`config.mk`:
```
export PLATFORM = sky130hd
export DESIGN_NAME = am_ccreg
export DESIGN_NICKNAME = d
export VERILOG_FILES = /design/src/rtl/am_ccreg_pkg.sv /design/src/rtl/am_ccsync.sv /design/src/rtl/am_ccreg.sv
export SDC_FILE = /design/constraint.sdc
export NUM_CORES = 1
export LEC_CHECK = 0
export CAP_MARGIN = 15
export CORE_ASPECT_RATIO = 0.9
export CORE_MARGIN = 5
export CORE_UTILIZATION = 44
export DETAILED_ROUTE_END_ITERATION = 6
export PLACE_DENSITY_LB_ADDON = 0.1
export SLEW_MARGIN = 40
export SYNTH_ARGS = -nofsm -noshare
export SYNTH_HDL_FRONTEND = slang
export SYNTH_SLANG_ARGS = --single-unit
```
`constraint.sdc`:
```
create_clock -name cp -period 1.4 [get_ports cp]
set_clock_uncertainty 0.1 [all_clocks]
set_input_delay 0.42 -clock cp [delete_from_list [all_inputs] [get_ports cp]]
set_output_delay 0.42 -clock cp [all_outputs]
set_load 0.01 [all_outputs]
```
`src/rtl/am_ccreg_pkg.sv`:
```
// Shared definitions for the condition-code register: order codes, bit positions, merge helper.
package am_ccreg_pkg;

    localparam int unsigned CC_W  = 8;
    localparam int unsigned CC_FW = 4;
    localparam int unsigned CC_OW = 3;

    // Micro-order codes
    localparam logic [CC_OW-1:0] CC_HOLD = 3'd0;
    localparam logic [CC_OW-1:0] CC_LDF  = 3'd1;
    localparam logic [CC_OW-1:0] CC_LDT  = 3'd2;
    localparam logic [CC_OW-1:0] CC_LDE  = 3'd3;
    localparam logic [CC_OW-1:0] CC_LDA  = 3'd4;
    localparam logic [CC_OW-1:0] CC_SETB = 3'd5;
    localparam logic [CC_OW-1:0] CC_CLRB = 3'd6;
    localparam logic [CC_OW-1:0] CC_CLR  = 3'd7;

    // Bit positions within q
    localparam int unsigned CC_C  = 0;
    localparam int unsigned CC_Z  = 1;
    localparam int unsigned CC_N  = 2;
    localparam int unsigned CC_V  = 3;
    localparam int unsigned CC_T0 = 4;

    localparam logic [CC_W-1:0] CC_LO_SEL  = 8'h0F;
    localparam logic [CC_W-1:0] CC_HI_SEL  = 8'hF0;
    localparam logic [CC_W-1:0] CC_ALL_SEL = 8'hFF;

    // Bits in sel are reloaded from src; sticky bits OR with their old value, others keep q.
    function automatic logic [CC_W-1:0] cc_merge(
        input logic [CC_W-1:0] cur,
        input logic [CC_W-1:0] src,
        input logic [CC_W-1:0] sticky,
        input logic [CC_W-1:0] sel
    );
        return (cur & ~sel) | (sel & (src | (cur & sticky)));
    endfunction

endpackage

```
`src/rtl/am_ccsync.sv`:
```
// Two-stage synchronizer for the asynchronous test lines.
module am_ccsync
    import am_ccreg_pkg::*;
(
    input  logic             cp,
    input  logic             mr_,
    input  logic [CC_FW-1:0] d,
    output logic [CC_FW-1:0] q
);

    logic [CC_FW-1:0] s1;

    always_ff @(posedge cp or negedge mr_) begin
        if (!mr_) begin
            s1 <= '0;
            q  <= '0;
        end else begin
            s1 <= d;
            q  <= s1;
        end
    end

endmodule

```
`src/rtl/am_ccreg.sv`:
```
// Condition-code register feeding the sequencer condition mux.
// Build option CCREG_SYNC_EN: route t through the am_ccsync 2-flop synchronizer.
module am_ccreg
    import am_ccreg_pkg::*;
#(
    parameter logic [CC_W-1:0] STICKY_MASK = 8'b0000_1000
) (
    input  logic             cp,
    input  logic             mr_,
    input  logic             ce_,
    input  logic [CC_OW-1:0] i,
    input  logic [CC_FW-1:0] f,
    input  logic [CC_FW-1:0] t,
    input  logic [CC_OW-1:0] bsel,
    output logic [CC_W-1:0]  q,
    output logic             nz
);

    logic [CC_FW-1:0] ts;
    logic [CC_FW-1:0] tp;
    logic [CC_FW-1:0] rise;
    logic [CC_W-1:0]  bmask;
    logic             bsel_ok;
    logic [CC_W-1:0]  q_next;

`ifdef CCREG_SYNC_EN
    am_ccsync u_sync (
        .cp  (cp),
        .mr_ (mr_),
        .d   (t),
        .q   (ts)
    );
`else
    assign ts = t;
`endif

    // Edge history runs every cycle, so rises outside LDE are consumed and lost.
    always_ff @(posedge cp or negedge mr_) begin
        if (!mr_) begin
            tp <= '0;
        end else begin
            tp <= ts;
        end
    end

    assign rise = ts & ~tp;

    // One-hot bit select; an unknown index is flagged rather than silently defaulted.
    always_comb begin
        bmask   = '0;
        bsel_ok = 1'b1;
        case (bsel)
            3'd0:    bmask = 8'h01;
            3'd1:    bmask = 8'h02;
            3'd2:    bmask = 8'h04;
            3'd3:    bmask = 8'h08;
            3'd4:    bmask = 8'h10;
            3'd5:    bmask = 8'h20;
            3'd6:    bmask = 8'h40;
            3'd7:    bmask = 8'h80;
            default: bsel_ok = 1'b0;
        endcase
    end

    // Order decode
    always_comb begin
        q_next = q;
        if (!ce_) begin
            case (i)
                CC_HOLD: q_next = q;
                CC_LDF:  q_next = cc_merge(q, {4'h0, f}, STICKY_MASK, CC_LO_SEL);
                CC_LDT:  q_next = cc_merge(q, {ts, 4'h0}, STICKY_MASK, CC_HI_SEL);
                CC_LDE:  q_next = q | (CC_W'(rise) << CC_T0);
                CC_LDA:  q_next = cc_merge(q, {ts, f}, STICKY_MASK, CC_ALL_SEL);
                CC_SETB: q_next = bsel_ok ? (q | bmask) : 'x;
                CC_CLRB: q_next = bsel_ok ? (q & ~bmask) : 'x;
                CC_CLR:  q_next = '0;
                default: q_next = 'x;
            endcase
        end
    end

    always_ff @(posedge cp or negedge mr_) begin
        if (!mr_) begin
            q <= '0;
        end else begin
            q <= q_next;
        end
    end

    assign nz = |q;

endmodule
```
### Yosys cells after proc, flatten, opt, wreduce, memory -nomap -nowiden

Memories as Yosys holds them, arrays and structs flattened.
Index checks and enable logic that the tools add are counted.

| word-level totals | value |
|---|---|
| bits in registers | 12 |
| bits in latches | 0 |
| memory bits (writable) | 0 |
| memory bits (read-only) | 64 |
| word-level logic and storage cells | 27 |
| memories | 1 |

| cells by class | value |
|---|---|
| $add $sub $neg | 0 |
| multipliers | 0 |
| div/mod/pow operators | 0 |
| magnitude comparators | 0 |
| equal/unequal tests | 7 |
| shift operators | 0 |
| muxes and demuxes | 1 |
| bitwise gates (word level) | 13 |
| reduce and logical (&&, ||, !) cells | 3 |

Memory list:

| name | words | bits a word | rd ports | clocked after memory_dff | write ports | line | source |
|---|---|---|---|---|---|---|---|
| (no name shown) | 8 | 8 | 1 | 0 | 0 | am_ccreg.sv:52 | `case (bsel)` |

Operators with widths:

| operator | count |
|---|---|
| $pmux W8 S7 | 1 |
| $or A8 B4 Y8 | 3 |
| $or A8 B8 Y8 | 2 |
| $eq A3 B3 Y1 const B | 4 |
| $and A8 B8 Y8 | 1 |
| $not A8 Y8 | 1 |
| $or A4 B8 Y8 | 1 |
| $reduce_or A8 Y1 | 1 |
| $eq A3 B2 Y1 const B | 2 |
| $and A4 B4 Y4 | 1 |
| $not A4 Y4 | 1 |
| $or A4 B4 Y4 | 1 |
| $eq A3 B1 Y1 const B | 1 |
| $logic_not A3 Y1 | 1 |
| $not A1 Y1 | 2 |
| $reduce_and A2 Y1 | 1 |

### Longest topological paths before layout

| depth | value |
|---|---|
| depth after elaboration | 4 |
| depth in mapped cells | 5 |
| mapped depth without buffers | 4 |

### Worst setup path before layout

No wires, ideal clock.

| timing path | value |
|---|---|
| path type | input to register |
| from | input bsel[0] |
| to | register q[0] |
| setup time | 0.121 ns |
| arrival time | 1.621 ns |
| required time | 1.179 ns |
| slack | -0.442 ns |
| cell stages on the path | 5 |
| path buffers | 1 |
| cell sequence | buf_2 -> or4b_1 -> a32o_2 -> o21a_1 -> o22a_1 |

| on the way | value |
|---|---|
| word-level cells in the longest chain between the ends | 4 |
| elaborated cells between the ends (all ways) | 5 |
| classes of those cells | mux (1); bitwise (3); memory (1) |

Ends and longest elaborated chain:

| what | line | source |
|---|---|---|
| start, declared | am_ccreg.sv:14 | `input logic [CC_OW-1:0] bsel,` |
| $mem_v2 Z8 W8 * | -- |  |
| $not A8 Y8 | am_ccreg.sv:76 | `CC_CLRB: q_next = bsel_ok ? (q & ~bmask) : 'x;` |
| $and A8 B8 Y8 | am_ccreg.sv:76 |  |
| $pmux W8 S7 * | am_ccreg.sv:69 | `case (i)` |
| end signal, assigned | am_ccreg.sv:87 | `q <= q_next;` |
| end, declared | am_ccreg.sv:15 | `output logic [CC_W-1:0] q,` |

Mark *: on every way between the ends. The rest lies on a longest branch, timed or not.
A chain may end at the register's enable or synchronous reset.

### Worst setup path in the final report

| timing path | value |
|---|---|
| from | register q[0] |
| to | output nz |

| on the way | value |
|---|---|
| word-level cells in the longest chain between the ends | 1 |

Ends and longest elaborated chain:

| what | line | source |
|---|---|---|
| $reduce_or A8 Y1 | am_ccreg.sv:91 | `assign nz = \|q;` |
| end, declared | am_ccreg.sv:16 | `output logic nz` |

No other way between the ends.

==> metrics.md <==
| Metric | Value |
|---|---|
| Layout cells sized above 1 | `42.96%` |
| Max Buffers Root-to-Sink | `2` |
| Yosys warnings | `0` |
| RSZ-0062 raised after global routing | `true` |
| Mapped Cells | `91` |
| Final min period | `1716 ps` |
| Htree depth | `1` |
| # diodes | `0` |
| Initial antenna violation count | `0` |
| Flops & latches, synth | `12` |
| Number of top-level pins | `26` |
| Nets@finish | `161` |
| Vias in the first global route | `886` |
| Placeable Area | `1699 um2` |
| Synth unique cells | `34` |
| Synth-to-Final Area Change | `75.94%` |
| Max Cap Viol | `0` |
| Synth Cell Area | `800.8 um2` |
| Max Fclk | `0.5827 GHz` |
| Hold Path Class | `in -> async` |
| Slew Viols, Final | `0` |
| Average routed wire per standard cell | `17.12 um` |
| Slew HR | `77.68%` |
| DR vias | `936` |
| Final setup fails | `11` |
| Critical Path Source | `q[0]` |
| Routed wire length | `2842 um` |
| CTS clk-pin slew, worst paths | `70 ps` |
| Routed vias/inst | `5.639` |
| Critical path endpoint category | `output pin` |
| Initial Utilization | `47.13%` |
| Area occupied by multi-input gates | `529.3 um2` |
| TritonCTS Buffers | `3` |
| # clock sinks | `12` |
| Worst r2r src | `q[0]` |
| IO Port Bufs | `25` |
| Root Driver | `clkbuf_4` |
| VDD IR max | `0.8371 mV` |
| Setup TNS Final | `-1123 ps` |
| DRC Markers | `0` |
| DRT iter0 DRCs | `35` |
| CTS tree | `yes` |
| Full die area | `2774 um2` |
| CP Launch Type | `register` |
| Remaining global-route overflow | `0` |
| Final hold violations | `0` |
| Status | `complete, but fails checks` |
| Max Fanout on Critical Path | `2` |
| Die width | `54.97 um` |
| Seq/Total Area, Yosys | `37.50%` |
| Worst-Skew Late Latency | `270 ps` |
| Row Count | `14` |
| First-pass GRT wire length | `4015 um` |
| Drt pass-1 iters | `4` |
| Gpl congestion | `0.8335` |
| WP data arrival | `1200 ps` |
| Failing checks | `setup timing` |
| Final setup margin | `-316.1 ps` |
| Syn nets | `108` |
| Avg Cell Area, Syn | `8.800 um2` |
| Pre-CTS setup slack | `-763.4 ps` |
| Worst slew pin tran | `332.6 ps` |
| Setup CP Type | `reg -> out` |
| Final ANT Viol Nets | `0` |
| Filler cells | `98` |
| All-layer global routing usage | `19.74%` |
| Leak pwr | `0.0006675 uW` |
| Dpl hpwl | `1896 um` |
| Die height | `50.47 um` |
| Largest net degree at the start of global routing | `13` |
| Total power divided by cell area | `887.4 nW/um2` |
| Storage element area | `300.3 um2` |
| Required time of the worst setup path | `880 ps` |
| Crit share post-route | `122.6%` |
## cells in the mapped netlist (all sizes together)
library cell / instances / area share [%]
dfrtp: 12 / 38
nand2: 7 / 3.3
nor2b: 7 / 5.5
a21oi: 6 / 3.8
nand3: 5 / 3.1
o21ai: 5 / 3.1
inv: 4 / 1.9
o211ai: 4 / 3.8
a22oi: 3 / 2.8
a32o: 3 / 3.9
buf: 3 / 2.7
clkbuf: 3 / 1.4
nor3: 3 / 1.9
o21a: 3 / 2.8
o22a: 3 / 3.3
nand2b: 2 / 1.6
nand4bb: 2 / 2.8
nor2: 2 / 0.94
nor4: 2 / 1.6
a211o: 1 / 1.1
a31oi: 1 / 0.78
a32oi: 1 / 1.1
and2b: 1 / 0.94
and3b: 1 / 1.1
nand3b: 1 / 0.94
nand4b: 1 / 1.1
o21ba: 1 / 1.3
o22ai: 1 / 0.78
o2bb2ai: 1 / 1.1
or4b: 1 / 1.3
xnor2: 1 / 1.1
## per-stage QoR
| stage | power [uW] | hold slack [ps] | util (%) | instances | cell area (um2) |
|---|---|---|---|---|---|
| 5_1_grt | 1318 | 357.2 | 82.92 | 166 | 1409 |
| 3_3_place_gp | 879.7 | 498.6 | 70.99 | 154 | 1206 |
| 2_1_floorplan | 621.8 | 24.41 | - | 91 | 843.3 |
| 6_report | 1250 | 341.2 | 82.92 | 166 | 1409 |
| 3_5_place_dp | 889.2 | 512.5 | 70.99 | 154 | 1206 |
| 4_1_cts | 1166 | 349.0 | 77.03 | 159 | 1309 |
## final timing paths
kind,slack (ps),cells after the start,end
setup / recovery,-320,3,nz
hold / removal,340,2,q[3]
setup reg to reg,-50,5,q[0]
hold reg to reg,570,3,register
max in group asynchronous,690,2,asynchronous set/reset pin
min in group cp,510,4,register
## routing by layer
layer | routed length (um) | vias up | global-route usage [%]
met5 | 0 | - | 0
met4 | 35 | 0 | 1.215
met3 | 208 | 6 | 5.917
met2 | 1406 | 36 | 31.10
met1 | 1193 | 445 | 27.84
li1 | - | 449 | -
## power breakdown
part / internal (uW) / switching [uW] / total [uW]
Combinational: 362 / 240 / 603
Sequential: 395 / 48.5 / 443
Clock: 99.4 / 104 / 204
Total: 857 / 393 / 1250
## cells in the final DEF, fill, tap and decap left out, types with 2 or more instances in the layout
| cell | instances |
|---|---|
| buf_6 | 24 |
| buf_4 | 14 |
| dfrtp_1 | 12 |
| nand2_1 | 7 |
| clkdlybuf4s50_1 | 7 |
| a21oi_1 | 5 |
| o21ai_1 | 5 |
| nand3_1 | 5 |
| buf_2 | 5 |
| o211ai_1 | 4 |
| nor2b_1 | 4 |
| inv_1 | 3 |
| a22oi_1 | 3 |
| nor2b_4 | 3 |
| a32o_2 | 3 |
| o21a_1 | 3 |
| o22a_1 | 3 |
| clkbuf_4 | 3 |
| dlygate4sd2_1 | 3 |
| nor4_2 | 2 |
| nand2b_1 | 2 |
| nor3_1 | 2 |
| nor2_1 | 2 |
| nand4bb_1 | 2 |
## critical path: stages (launching register included)
cell,delay [ps]
dfrtp_1,410
nor4_2,300
nand2_1,90
buf_2,140
## logic make-up (layout without fill, tap and decap cells)
group                  Yosys count  count (layout)  share of synthesized area, %
buffers and inverters           10              61                         5.937
AO/OA/AOI/OAI                   33              33                         29.53
XOR/XNOR                         1               1                         1.094
AND/OR/NAND/NOR                 35              35                         25.94
flip-flops                      12              12                         37.50
## area by class of cell
| type | count | share of cell area [%] |
|---|---|---|
| sequential | 12 | 21.31 |
| tap | 24 | 2.131 |
| clock buffer | 3 | 1.599 |
| inverter | 4 | 1.066 |
| multi-input combinational | 69 | 37.57 |
| timing repair buffer | 54 | 36.32 |
## what timing repair did
item                       4_1_cts  5_1_grt
hold endpoints to repair         0        0
gates resized for setup         94       11
pin swaps                       14       12
setup endpoints to repair       17       12
setup buffers                    4        9
hold buffers                     0        0
No activity file was read; power rests on OpenSTA's default activity.
